==> src/rtl/branch_predict_unit_if.sv <==
// Signal bundle between the pipeline and branch_predict_unit: fetch lookup,
// execute-stage resolution inputs, resolution pulses and statistics.
interface branch_predict_unit_if #(
   parameter int PC_WIDTH  = 16,
   parameter int CNT_WIDTH = 16
);
   logic [PC_WIDTH-1:0]  pc_f;
   logic                 predict_taken_f;
   logic                 branch_e;
   logic [3:0]           cond_e;
   logic [PC_WIDTH-1:0]  pc_e;
   logic                 pred_taken_e;
   logic                 Z;
   logic                 N;
   logic                 V;
   logic                 C;
   logic                 stall_e;
   logic                 PC_source;
   logic                 mispredict;
   logic [CNT_WIDTH-1:0] branch_count;
   logic [CNT_WIDTH-1:0] mispredict_count;

   modport master (
      output pc_f, branch_e, cond_e, pc_e, pred_taken_e, Z, N, V, C, stall_e,
      input  predict_taken_f, PC_source, mispredict, branch_count, mispredict_count
   );

   modport slave (
      input  pc_f, branch_e, cond_e, pc_e, pred_taken_e, Z, N, V, C, stall_e,
      output predict_taken_f, PC_source, mispredict, branch_count, mispredict_count
   );
endinterface

==> src/rtl/branch_predict_unit.sv <==
// Bimodal branch predictor: 2-bit saturating history table read at fetch,
// trained at execute, with a one-cycle registered taken/mispredict pulse.
module branch_predict_unit #(
   parameter int PC_WIDTH  = 16,
   parameter int BHT_DEPTH = 16,
   parameter int CNT_WIDTH = 16
) (
   input  logic                 clk,
   input  logic                 rst_n,
   branch_predict_unit_if.slave bus
);
   localparam int IDX_W = $clog2(BHT_DEPTH);

   logic [1:0]           r_bht [BHT_DEPTH];
   logic                 r_pc_source_p1;
   logic                 r_mispredict_p1;
   logic [CNT_WIDTH-1:0] r_branch_count;
   logic [CNT_WIDTH-1:0] r_mispredict_count;

   logic [IDX_W-1:0]     w_idx_f;
   logic [IDX_W-1:0]     w_idx_e;
   logic                 w_resolve;
   logic                 w_taken;
   logic                 w_miss;

   function automatic logic f_cond_taken(input logic [3:0] cond,
                                         input logic z, input logic n,
                                         input logic v, input logic c);
      logic t;
      case (cond)
         4'h0:    t = z;
         4'h1:    t = ~z;
         4'h2:    t = c;
         4'h3:    t = ~c;
         4'h4:    t = n;
         4'h5:    t = ~n;
         4'h6:    t = v;
         4'h7:    t = ~v;
         4'h8:    t = c & ~z;
         4'h9:    t = ~c | z;
         4'hA:    t = ~(n ^ v);
         4'hB:    t = n ^ v;
         4'hC:    t = ~z & ~(n ^ v);
         4'hD:    t = z | (n ^ v);
         4'hE:    t = 1'b0;
         default: t = 1'b1;
      endcase
      return t;
   endfunction

   function automatic logic [1:0] f_bht_train(input logic [1:0] ctr, input logic taken);
      logic [1:0] nxt;
      if (taken) nxt = (ctr == 2'b11) ? ctr : ctr + 2'b01;
      else       nxt = (ctr == 2'b00) ? ctr : ctr - 2'b01;
      return nxt;
   endfunction

   function automatic logic [CNT_WIDTH-1:0] f_cnt_sat_inc(input logic [CNT_WIDTH-1:0] v);
      return (&v) ? v : v + 1'b1;
   endfunction

   // Upper PC bits do not participate in indexing.
   generate
      if (PC_WIDTH > IDX_W) begin : g_pc_hi
         logic w_unused_pc_hi;
         assign w_unused_pc_hi = ^{bus.pc_f[PC_WIDTH-1:IDX_W], bus.pc_e[PC_WIDTH-1:IDX_W]};
      end
   endgenerate

   assign w_idx_f   = bus.pc_f[IDX_W-1:0];
   assign w_idx_e   = bus.pc_e[IDX_W-1:0];
   assign w_resolve = bus.branch_e & ~bus.stall_e;
   assign w_taken   = f_cond_taken(bus.cond_e, bus.Z, bus.N, bus.V, bus.C);
   assign w_miss    = w_taken ^ bus.pred_taken_e;

   // Fetch lookup reads the array directly, so a same-cycle update is not visible.
   assign bus.predict_taken_f = r_bht[w_idx_f][1];

   // Resolve stage -> registered pulses, table training and statistics
   always_ff @(posedge clk) begin
      if (!rst_n) begin
         for (int i = 0; i < BHT_DEPTH; i++) r_bht[i] <= 2'b01;
         r_pc_source_p1     <= 1'b0;
         r_mispredict_p1    <= 1'b0;
         r_branch_count     <= '0;
         r_mispredict_count <= '0;
      end else begin
         r_pc_source_p1  <= w_resolve & w_taken;
         r_mispredict_p1 <= w_resolve & w_miss;
         if (w_resolve) begin
            r_bht[w_idx_e] <= f_bht_train(r_bht[w_idx_e], w_taken);
            r_branch_count <= f_cnt_sat_inc(r_branch_count);
            if (w_miss) r_mispredict_count <= f_cnt_sat_inc(r_mispredict_count);
         end
      end
   end

   assign bus.PC_source        = r_pc_source_p1;
   assign bus.mispredict       = r_mispredict_p1;
   assign bus.branch_count     = r_branch_count;
   assign bus.mispredict_count = r_mispredict_count;
endmodule

==> src/flat_wrapper.sv <==
// flat-port wrapper written by rule: the top's interface ports become plain ports
module branch_predict_unit_flat 
#(
   parameter int PC_WIDTH  = 16,
   parameter int BHT_DEPTH = 16,
   parameter int CNT_WIDTH = 16
)
  (clk, rst_n, bus_pc_f, bus_branch_e, bus_cond_e, bus_pc_e, bus_pred_taken_e, bus_Z, bus_N, bus_V, bus_C, bus_stall_e, bus_predict_taken_f, bus_PC_source, bus_mispredict, bus_branch_count, bus_mispredict_count);
  branch_predict_unit_if #(.PC_WIDTH(PC_WIDTH), .CNT_WIDTH(CNT_WIDTH)) bus_i ();
  input  logic clk;
  input  logic rst_n;
  input wire logic [$bits(bus_i.pc_f)-1:0] bus_pc_f;
  input wire logic [$bits(bus_i.branch_e)-1:0] bus_branch_e;
  input wire logic [$bits(bus_i.cond_e)-1:0] bus_cond_e;
  input wire logic [$bits(bus_i.pc_e)-1:0] bus_pc_e;
  input wire logic [$bits(bus_i.pred_taken_e)-1:0] bus_pred_taken_e;
  input wire logic [$bits(bus_i.Z)-1:0] bus_Z;
  input wire logic [$bits(bus_i.N)-1:0] bus_N;
  input wire logic [$bits(bus_i.V)-1:0] bus_V;
  input wire logic [$bits(bus_i.C)-1:0] bus_C;
  input wire logic [$bits(bus_i.stall_e)-1:0] bus_stall_e;
  output wire logic [$bits(bus_i.predict_taken_f)-1:0] bus_predict_taken_f;
  output wire logic [$bits(bus_i.PC_source)-1:0] bus_PC_source;
  output wire logic [$bits(bus_i.mispredict)-1:0] bus_mispredict;
  output wire logic [$bits(bus_i.branch_count)-1:0] bus_branch_count;
  output wire logic [$bits(bus_i.mispredict_count)-1:0] bus_mispredict_count;
  assign bus_i.pc_f = bus_pc_f;
  assign bus_i.branch_e = bus_branch_e;
  assign bus_i.cond_e = bus_cond_e;
  assign bus_i.pc_e = bus_pc_e;
  assign bus_i.pred_taken_e = bus_pred_taken_e;
  assign bus_i.Z = bus_Z;
  assign bus_i.N = bus_N;
  assign bus_i.V = bus_V;
  assign bus_i.C = bus_C;
  assign bus_i.stall_e = bus_stall_e;
  assign bus_predict_taken_f = bus_i.predict_taken_f;
  assign bus_PC_source = bus_i.PC_source;
  assign bus_mispredict = bus_i.mispredict;
  assign bus_branch_count = bus_i.branch_count;
  assign bus_mispredict_count = bus_i.mispredict_count;
  branch_predict_unit #(.PC_WIDTH(PC_WIDTH), .BHT_DEPTH(BHT_DEPTH), .CNT_WIDTH(CNT_WIDTH)) u_core (.clk(clk), .rst_n(rst_n), .bus(bus_i));
endmodule
==> config.mk <==
export PLATFORM = sky130hd
export DESIGN_NAME = branch_predict_unit_flat
export DESIGN_NICKNAME = d
export VERILOG_FILES = /design/src/rtl/branch_predict_unit_if.sv /design/src/rtl/branch_predict_unit.sv /design/src/flat_wrapper.sv
export SDC_FILE = /design/constraint.sdc
export NUM_CORES = 1
export LEC_CHECK = 0
export CORE_MARGIN = 2
export CORE_UTILIZATION = 35
export CTS_BUF_LIST = sky130_fd_sc_hd__clkbuf_16
export CTS_CLUSTER_DIAMETER = 100
export DETAILED_ROUTE_END_ITERATION = 16
export PLACE_DENSITY = 0.64
export SETUP_SLACK_MARGIN = 0.4
export SYNTH_ARGS = -nofsm -noshare
export SYNTH_HDL_FRONTEND = slang
export SYNTH_SLANG_ARGS = --single-unit
==> constraint.sdc <==
create_clock -name clk -period 2.54 [get_ports clk]
set_input_delay 0.508 -clock clk [delete_from_list [all_inputs] [get_ports clk]]
set_output_delay 0.508 -clock clk [all_outputs]
set_load 0.1 [all_outputs]
==> impl_metrics.yaml <==
synthesis:
  async_flop_share_pct: 0
  synth_ff_type: "dfxtp_1"
  synth-adder-area-share_pct: 1.26
  synthMuxAreaShare_pct: 16.0
  seq_area_frac_synth_pct: 43.4
  synth-simple-area-share_pct: 28.9
  syn_nets: 447
  synth_top_family_by_area: "simple AND/OR/NAND/NOR gates"
  synth_compound_area_share_pct: 3.70
  ys_seq_elements: 66
  synth_xor_area_share_pct: 3.70
  avgSynthCellArea_um2: 9.46
  syn_area_um2: 3780
  ys_warn_count: 0
  synth-edff-count: 32
  syn_inst: 400
  ys_types: 48
placement:
  gp_routability_congestion: 0.851
  hpwl_um: 6610
  pre_cts_slack_ps: -500
  dpl_cell_area_um2: 4780
  placed_cells: 616
  io_buffers: 55
power:
  p_switching_mw: 0.751
  p_leak_nw: 2.11
  power_density_nw_per_um2: 566
  combPwrFrac_pct: 15.5
  pwr-share-seq_pct: 36.1
  p_int_mw: 2.41
  clkPwrFrac_pct: 48.4
  switching_share_pct: 23.8
  ir_drop_mv: 0.438
final_layout:
  final_nets: 555
  final_cells: 649
  areaGrowthSynthToFinish_pct: 47.7
  final_common_cell: "buf_4"
  multiInputGateArea_um2: 2340
  drive_gt1_share_pct: 43.5
  final_cell_mix: "76 x buf_4, 64 x nand2_1, 34 x nor2_1"
  regArea_um2: 1680
  diodes: 0
  fillers: 940
  finalInstanceArea_um2: 5590
die:
  chipHeight_um: 108
  dieArea_um2: 11700
  num_io_pins: 80
  rows: 37
  core_um2: 10400
  die_x_um: 108
  initial_core_util_pct: 36.3
worst_setup_path:
  cpMostUsedCell: "mux4_2"
  critPathMaxFanout: 4
  worstPathArrival_ps: 1960
  crit_buf_inv: 2
  cp-end-kind: "output pin"
  cpLargestDelayFamily: "multiplexers"
  cp_slowest_cell: "mux4_2"
  crit_type: "in -> out"
  crit_required_ps: 2030
  path_cells: "dlygate4sd2_1, mux4_2, mux4_2, buf_12"
  cpPeakStageDelay_ps: 510
  crit_path_start_kind: "input pin"
global_route:
  antenna_found_initial: 0
  grt_pass1_wl_um: 16200
  grt_start_max_net_pins: 40
  grt_pass1_vias: 3357
  grtUsageTotal_pct: 17.8
  grt_overflow_total: 0
cts:
  cts_root_buf: "clkbuf_16"
  clock_sinks: 66
  clkLatencyLatePin_ps: 330
  clk_path_buf_depth: 2
  ctsHtreeMaxLevel: 3
  numCtsBuffers: 9
  path_clk_slew_ps: 60
  cts_tree: "done"
sta:
  rsz0062_at_grt: "true"
  max_freq_mhz: 406
  whs_ps: 471
  max_slew_margin_pct: 69.4
  post-route-worst-setup-slack_ps: 76.7
  finalCritPeriodShare_pct: 97.0
  min_period_ps: 2460
  tightest_slew_ps: 455
  slew_violations: 0
  finalSetupViolCount: 0
  tns_ps: 0
  clock_skew_ps: 7.31
  hold_viol_final: 0
route:
  via_per_inst: 5.23
  dr.pass1.iters: 4
  vias: 3395
  drc: 0
  drtIter0Drc: 205
  ant_nets: 0
  wl_per_cell_um: 15.5
  routed_wl_um: 10000
run_status:
  status: "completed"
run:
  cap_violations: 0
hold_path:
  hp-class: "reg -> reg"
## final cells by class
class	count	share of cell area (%)
Multi-Input combinational cell	311	42.0
Tap cell	136	3.05
Sequential cell	66	30.2
Inverter	6	0.403
Clock buffer	9	4.03
Clock inverter	7	2.51
Timing Repair Buffer	114	17.9
## worst paths after layout
check	end	from	depth (start not counted)	slack [ps]
worst max-delay path	bus_predict_taken_f	bus_pc_f[1]	4	80
worst max register to register	u_core.r_bht[5][1]$_SDFFCE_PN0P_	u_core.r_bht[12][0]$_SDFFCE_PN1P_	6	350
worst min register to register	u_core.bus.mispredict_count[7]$_SDFFE_PN0P_	u_core.bus.mispredict_count[7]$_SDFFE_PN0P_	2	470
worst min-delay path	u_core.bus.mispredict_count[7]$_SDFFE_PN0P_	u_core.bus.mispredict_count[7]$_SDFFE_PN0P_	2	470
## through the flow
step	util [%]	total power, mW
6_report	53.6	3.16
5_1_grt	53.6	3.26
4_1_cts	51.7	3.15
3_5_place_dp	45.9	1.55
3_3_place_gp	45.9	1.54
2_1_floorplan	-	1.40
## worst register-to-register path, cell delays in order (launching register included)
cell,delay [ps]
edfxtp_1,370
mux4_2,480
mux4_2,550
inv_2,70
maj3_2,250
buf_12,170
nor2_2,40
## kinds of logic after synthesis
| family | Yosys count |
|---|---|
| AOI/OAI and AO/OA | 22 |
| xor gates and xnor gates | 16 |
| adders and majority gates | 4 |
| buffers and inverters | 24 |
| DFF | 66 |
| muxes | 42 |
| and+or+nand+nor | 226 |
## synth_stat cells (7+ instances only)
cell type / n / share of area, %
clkbuf_1: 12 / 1.2
nand2_1: 67 / 6.6
mux4_2: 12 / 7.1
nor2_1: 50 / 5.0
nand2b_1: 19 / 3.1
nand4_1: 7 / 1.2
nor3_1: 9 / 1.2
mux2i_1: 27 / 7.1
dfxtp_1: 34 / 18
xor2_1: 10 / 2.3
edfxtp_1: 32 / 25
and3_1: 7 / 1.2
nand3_1: 37 / 4.9
## state kept, by name, indices dropped and copies added (netlist names)
name and flops:
u_core.bus.PC_source 1, u_core.bus.branch_count 16, u_core.bus.mispredict 1, u_core.bus.mispredict_count 16
u_core.r_bht 32
## layer usage
layer,wire length (um),track usage [%],vias up
met5,0,0,-
met4,148,6.41,0
met3,512,3.92,10
met2,4920,29.3,89
met1,4450,23.1,1653
li1,-,-,1643
## repair_timing
action | CTS | global route
gates resized for setup | 75 | 50
buffers inserted | 11 | 5
hold buffers | 0 | 0
cloned | 1 | 0
endpoints found under the setup margin | 59 | 70
pin swaps | 21 | 15
## power by group through the flow
stage / Clock (mW) / Combinational, mW / Sequential (mW)
6_report: 1.53 / 0.490 / 1.14
2_1_floorplan: 0 / 0.202 / 1.19
3_3_place_gp: 0 / 0.380 / 1.16
3_5_place_dp: 0 / 0.386 / 1.16
4_1_cts: 1.56 / 0.447 / 1.14
5_1_grt: 1.60 / 0.519 / 1.14
Note: power is estimated with default switching activity, not from simulation.
